File: src/rtl/fetch_unit.sv
// Instruction fetch front end: one outstanding imem request feeding a DEPTH-entry instruction queue.
// Latency: ack in cycle N makes the word visible at the queue head in N+1; issue is one cycle after the decision.
// Backpressure: a request is only issued when a queue slot is free; instr_ready low fills the queue and stalls issue. Optional FETCH_PERF_EN adds perf counters.
module fetch_unit #(
    parameter int unsigned DEPTH    = 4,
    parameter logic [31:0] RESET_PC = 32'h0000_0000
) (
    input  logic                      clk,
    input  logic                      rst,
    input  logic                      en,
    input  logic                      redirect,
    input  logic [31:0]               redirect_pc,
    output logic                      imem_req,
    output logic [31:0]               imem_addr,
    input  logic                      imem_ack,
    input  logic [31:0]               imem_rdata,
    output logic                      instr_valid,
    output logic [31:0]               instr,
    output logic [31:0]               instr_pc,
    output logic [31:0]               instr_pc4,
    input  logic                      instr_ready,
    output logic [$clog2(DEPTH):0]    fifo_count
`ifdef FETCH_PERF_EN
    ,
    output logic [31:0]               perf_fetched,
    output logic [31:0]               perf_flushed
`endif
);

    localparam int unsigned AW = $clog2(DEPTH);
    localparam logic [AW:0] DEPTH_C = DEPTH[AW:0];

    typedef enum logic [1:0] {
        S_IDLE    = 2'd0,
        S_WAIT    = 2'd1,
        S_DISCARD = 2'd2
    } state_t;

    state_t        state_q;
    logic [31:0]   fetch_pc_q;
    logic          imem_req_q;
    logic [31:0]   imem_addr_q;
    logic [AW:0]   count_q;
    logic [AW:0]   count_d;
    logic [AW-1:0] rd_ptr_q;
    logic [AW-1:0] wr_ptr_q;
    logic [31:0]   mem_pc_q  [DEPTH];
    logic [31:0]   mem_dat_q [DEPTH];

    logic          push;
    logic          pop;
    logic [31:0]   pc_seq;
    logic [31:0]   redirect_tgt;
    logic          unused_redirect_lsb;

    // The low two bits of a redirect target are discarded by word alignment.
    assign unused_redirect_lsb = ^redirect_pc[1:0];
    assign redirect_tgt        = {redirect_pc[31:2], 2'b00};
    assign pc_seq              = fetch_pc_q + 32'd4;

    // Redirect beats both push and pop; data returned while flushing is dropped.
    assign push = (state_q == S_WAIT) && imem_ack && !redirect && !rst;
    assign pop  = instr_valid && instr_ready && !redirect;

    // Occupancy after this cycle, used both for the register and the keep-fetching decision.
    always_comb begin
        count_d = count_q;
        if (redirect) begin
            count_d = '0;
        end else if (push && !pop) begin
            count_d = count_q + 1'b1;
        end else if (!push && pop) begin
            count_d = count_q - 1'b1;
        end
    end

    // Fetch FSM, fetch PC, request outputs and queue pointers.
    always_ff @(posedge clk) begin
        if (rst) begin
            state_q     <= S_IDLE;
            fetch_pc_q  <= RESET_PC;
            imem_req_q  <= 1'b0;
            imem_addr_q <= RESET_PC;
            count_q     <= '0;
            rd_ptr_q    <= '0;
            wr_ptr_q    <= '0;
        end else begin
            count_q <= count_d;
            if (redirect) begin
                rd_ptr_q <= '0;
                wr_ptr_q <= '0;
            end else begin
                if (push) wr_ptr_q <= wr_ptr_q + 1'b1;
                if (pop)  rd_ptr_q <= rd_ptr_q + 1'b1;
            end

            case (state_q)
                S_IDLE: begin
                    if (redirect) begin
                        fetch_pc_q <= redirect_tgt;
                    end else if (en && (count_q < DEPTH_C)) begin
                        state_q     <= S_WAIT;
                        imem_req_q  <= 1'b1;
                        imem_addr_q <= fetch_pc_q;
                    end
                end
                S_WAIT: begin
                    if (imem_ack) begin
                        if (redirect) begin
                            fetch_pc_q <= redirect_tgt;
                            state_q    <= S_IDLE;
                            imem_req_q <= 1'b0;
                        end else begin
                            fetch_pc_q <= pc_seq;
                            // Only chain the next request if its data is guaranteed a slot.
                            if (en && (count_d < DEPTH_C)) begin
                                imem_addr_q <= pc_seq;
                            end else begin
                                state_q    <= S_IDLE;
                                imem_req_q <= 1'b0;
                            end
                        end
                    end else if (redirect) begin
                        // Request stays on the bus until acked; its data is thrown away.
                        fetch_pc_q <= redirect_tgt;
                        state_q    <= S_DISCARD;
                    end
                end
                S_DISCARD: begin
                    if (redirect) fetch_pc_q <= redirect_tgt;
                    if (imem_ack) begin
                        state_q    <= S_IDLE;
                        imem_req_q <= 1'b0;
                    end
                end
                default: begin
                    state_q    <= S_IDLE;
                    imem_req_q <= 1'b0;
                end
            endcase
        end
    end

    // Queue storage: {pc, word} written at the tail on every accepted ack.
    always_ff @(posedge clk) begin
        if (push) begin
            mem_pc_q[wr_ptr_q]  <= fetch_pc_q;
            mem_dat_q[wr_ptr_q] <= imem_rdata;
        end
    end

    assign imem_req    = imem_req_q;
    assign imem_addr   = imem_addr_q;
    assign fifo_count  = count_q;
    assign instr_valid = (count_q != '0);
    // Head fields read as zero when the queue is empty so reset values are clean.
    assign instr       = instr_valid ? mem_dat_q[rd_ptr_q] : 32'd0;
    assign instr_pc    = instr_valid ? mem_pc_q[rd_ptr_q] : 32'd0;
    assign instr_pc4   = instr_valid ? (mem_pc_q[rd_ptr_q] + 32'd4) : 32'd0;

`ifdef FETCH_PERF_EN
    logic [31:0] perf_fetched_q;
    logic [31:0] perf_flushed_q;

    // Saturating event counters: accepted fetches and redirect cycles.
    always_ff @(posedge clk) begin
        if (rst) begin
            perf_fetched_q <= 32'd0;
            perf_flushed_q <= 32'd0;
        end else begin
            if (push && (perf_fetched_q != 32'hFFFF_FFFF)) perf_fetched_q <= perf_fetched_q + 32'd1;
            if (redirect && (perf_flushed_q != 32'hFFFF_FFFF)) perf_flushed_q <= perf_flushed_q + 32'd1;
        end
    end

    assign perf_fetched = perf_fetched_q;
    assign perf_flushed = perf_flushed_q;
`endif

endmodule

File: config.mk
export PLATFORM = sky130hd
export DESIGN_NAME = fetch_unit
export DESIGN_NICKNAME = d
export VERILOG_FILES = /design/src/rtl/fetch_unit.sv
export SDC_FILE = /design/constraint.sdc
export NUM_CORES = 1
export LEC_CHECK = 0
export CORE_UTILIZATION = 30
export DETAILED_ROUTE_END_ITERATION = 8
export PLACE_DENSITY = 0.51
export SLEW_MARGIN = 30
export SYNTH_ARGS = -nofsm -noshare
export SYNTH_HDL_FRONTEND = slang
export SYNTH_SLANG_ARGS = --single-unit
File: constraint.sdc
create_clock -name clk -period 4.45 [get_ports clk]
set_clock_uncertainty 0.1 [all_clocks]
set_input_delay 0.89 -clock clk [delete_from_list [all_inputs] [get_ports clk]]
set_output_delay 0.89 -clock clk [all_outputs]
set_load 0.05 [all_outputs]
==> flow_summary.ini <==
[floorplan]
floorplan.initialDensity_pct = 30.5
num_io_pins = 203
die_width_um = 223
design.core.area_mm2 = 0.0479
die_h_um = 223
die_area_mm2 = 0.0497
core.rowCount = 80

[synthesis]
yosys_register_bits = 332
synth.area.top_cells = sky130_fd_sc_hd__edfxtp_1 53%, sky130_fd_sc_hd__dfxtp_1 10%, sky130_fd_sc_hd__mux4_2 9.7%
synth_fp_nets = 1142
synth_sequential_area_ratio_pct = 62.9
synth.distinct_cells = 63
post_synth_inst_count = 1061
synth_top_cell_by_area = sky130_fd_sc_hd__edfxtp_1
synth_edf_count = 256
netlist_area_mm2 = 0.0146
asyncSetResetFlopFracSynth_pct = 0
netlist_top_cells_count = 256 x sky130_fd_sc_hd__edfxtp_1, 119 x sky130_fd_sc_hd__nor2_1, 76 x sky130_fd_sc_hd__dfxtp_1
synth_top_area_share_pct = 52.5
average_size_of_a_mapped_cell_um2 = 13.8
ys.flop_type = sky130_fd_sc_hd__edfxtp_1
ys.warnings.count = 0
synth.most_common_cell = sky130_fd_sc_hd__edfxtp_1

[job]
count_of_max_cap_constraint_violations = 0

[power]
power.share.sequential_pct = 50.2
vdd.ir_drop.worst_mv = 0.229
share_clk_of_total_power_pct = 43.4
cellPowerDensity_mw_per_mm2 = 367
p_sw_mw = 1.58
total_leakage_power_nw = 6.07
sw_frac_of_total_pct = 22.9
p_comb_share_pct = 6.3
p_int_mw = 5.33

[clocking]
tritoncts_num_sinks = 332
worstSkewPairLatency_ns = 0.53
inserted_clock_buffers = 38
cts_tree = done
post-cts-setup-buffer-count = 0
clkTransAtPathRegs_ns = 0.06
clk_path_buf_depth = 3
cts.root.buffer_cell = sky130_fd_sc_hd__clkbuf_16
cts.htree.levels = 2

[sta]
timing_max_transition_violations_final = 0
timing.final.hold_violations = 0
grt_setup_unrepaired = no
period_needed_ns = 4.22
fmax_ghz = 0.237
worstMarginPinSlew_ns = 0.788
postLayoutSetupSlackWorst_ns = 0.229
max_slew_margin_pct = 47.5
fin_setup_tns_ns = 0
setup_viol = 0
fin_crit_sh_pct = 94.8

[layout]
multi_input_comb_area_mm2 = 0.00510
finish.utilization_pct = 39.3
seqCellArea_mm2 = 0.00922
layout.filler_cells = 4471
fraction_of_final_layout_cells_with_drive_strength_greater_than_1_pct = 15.6
final_nets = 1347
synth_to_final_area_change_pct = 28.7

[grt]
grt_overflow = 0
first_global_vias = 9609
gr-usage-all-layers_pct = 15.8
grt_pass1_wl_mm = 59.7
number_of_antenna_violations_at_the_first_check_in_global_routing = 1
pin_count_of_the_biggest_net_entering_global_routing = 70

[placement]
buffer_ports.inserted = 200
gp_congestion = 0.816
place_worst_setup_slack_ns = 0.318
post-dp-hpwl_mm = 26.7

[drt]
drtIter0Drc = 699
drcViolationCount = 0
route.detailed.vias_per_inst = 4.96
route.vias.total = 9485
detail_route.first_pass.iterations = 5
drt_wl_total_mm = 38.9
route.antenna.remaining_nets = 0
routed_wire_length_per_instance_um = 20.4

[run_status]
status = completed

[critical_path]
cp.required_ns = 3.46
critPathArrivalTime_ns = 3.23
cp_max_fo = 26
crit_path_end_kind = primary output
worst-setup-path-type = flip-flop to primary output
start_kind = flip-flop

[hold_path]
hp-class = flip-flop to flip-flop
==> per-layer routing <==
layer	vias up	wire [um]	part of all wire [%]	track usage, %
li1	4416	-	-	-
met5	-	11	0.028	0
met4	2	915	2.4	4.34
met3	70	2080	5.3	3.20
met2	289	17200	44	24.3
met1	4708	18700	48	22.4
==> cells by family (layout without fill, tap and decap cells) <==
| group | Yosys count | count (layout) | synth area share (%) |
|---|---|---|---|
| xor gates and xnor gates | 59 | 59 | 3.53 |
| buffers and inverters | 78 | 313 | 2.33 |
| adders and majority gates | 11 | 11 | 0.941 |
| other | 0 | 1 | 0 |
| and+or+nand+nor | 378 | 378 | 14.2 |
| AOI/OAI and AO/OA | 133 | 133 | 5.90 |
| DFF | 332 | 332 | 62.9 |
| muxes | 70 | 70 | 10.2 |
==> path summary, 6_finish.rpt <==
check,from,endpoint,slack (ns),depth (start not counted)
max reg2reg,fifo_count[0],imem_addr[30],1.11,14
min reg2reg,imem_addr[21],imem_addr[21],0.40,2
max,flip-flop,instr[29],0.23,5
min,imem_addr[21],imem_addr[21],0.40,2
==> worst max-delay path: stages (launching register included) <==
cell                              delay (ns)
sky130_fd_sc_hd__dfxtp_4                0.52
sky130_fd_sc_hd__buf_12                 0.28
sky130_fd_sc_hd__buf_4                  0.42
sky130_fd_sc_hd__mux4_2                 0.54
sky130_fd_sc_hd__and2_1                 0.19
sky130_fd_sc_hd__clkdlybuf4s50_1        0.71
==> metrics by stage <==
step,area (um2),hold WS [ns],total power [mW],instances
finish,18800,0.398,6.91,1912
global route,18800,0.420,7.15,1911
CTS,18800,0.402,6.99,1911
detailed placement,17600,0.392,3.97,1841
global placement,17600,0.380,3.97,1841
floorplan,14600,0.355,3.76,1061
==> layout by cell type, fill, tap and decap left out, types with 23 or more instances in the layout <==
cell / instances
sky130_fd_sc_hd__nand3_1: 24
sky130_fd_sc_hd__buf_4: 26
sky130_fd_sc_hd__o21ai_0: 23
sky130_fd_sc_hd__a211oi_1: 30
sky130_fd_sc_hd__mux4_2: 63
sky130_fd_sc_hd__buf_12: 27
sky130_fd_sc_hd__clkbuf_16: 38
sky130_fd_sc_hd__dfxtp_1: 74
sky130_fd_sc_hd__clkdlybuf4s50_1: 175
sky130_fd_sc_hd__xnor2_1: 33
sky130_fd_sc_hd__and2_1: 65
sky130_fd_sc_hd__nand2_1: 55
sky130_fd_sc_hd__nor2_1: 119
sky130_fd_sc_hd__xor2_1: 26
sky130_fd_sc_hd__edfxtp_1: 256
sky130_fd_sc_hd__nor3_1: 27
sky130_fd_sc_hd__a21oi_1: 39
==> cell type report <==
type	count	share of cell area, %
diodes	1	0.0133
repair buffers	230	13.3
clock inverters	19	1.02
well taps	615	4.09
multi-input cells	651	27.1
inverters	13	0.259
clock buffers	51	5.31
flip-flops and latches	332	48.9
==> sequential cells by signal, summed over array words and instances (netlist names), named ones only <==
signal	count
state_q	2
fetch_pc_q	32
rd_ptr_q	2
imem_addr	32
imem_req	1
mem_dat_q	128
wr_ptr_q	2
fifo_count	3
mem_pc_q	128
==> repair_timing <==
| action | 4_1_cts | 5_1_grt |
|---|---|---|
| setup endpoints to repair | 0 | 4 |
| hold buffers | 0 | 0 |
| resized for setup | 0 | 1 |
==> power by group through the flow <==
stage	clock [mW]	combinational [mW]	sequential [mW]
floorplan	0	0.179	3.58
global placement	0	0.435	3.53
detailed placement	0	0.438	3.53
CTS	3.08	0.440	3.47
global route	3.20	0.470	3.48
finish	3.00	0.438	3.47
Note: power is estimated with default switching activity, not from simulation.
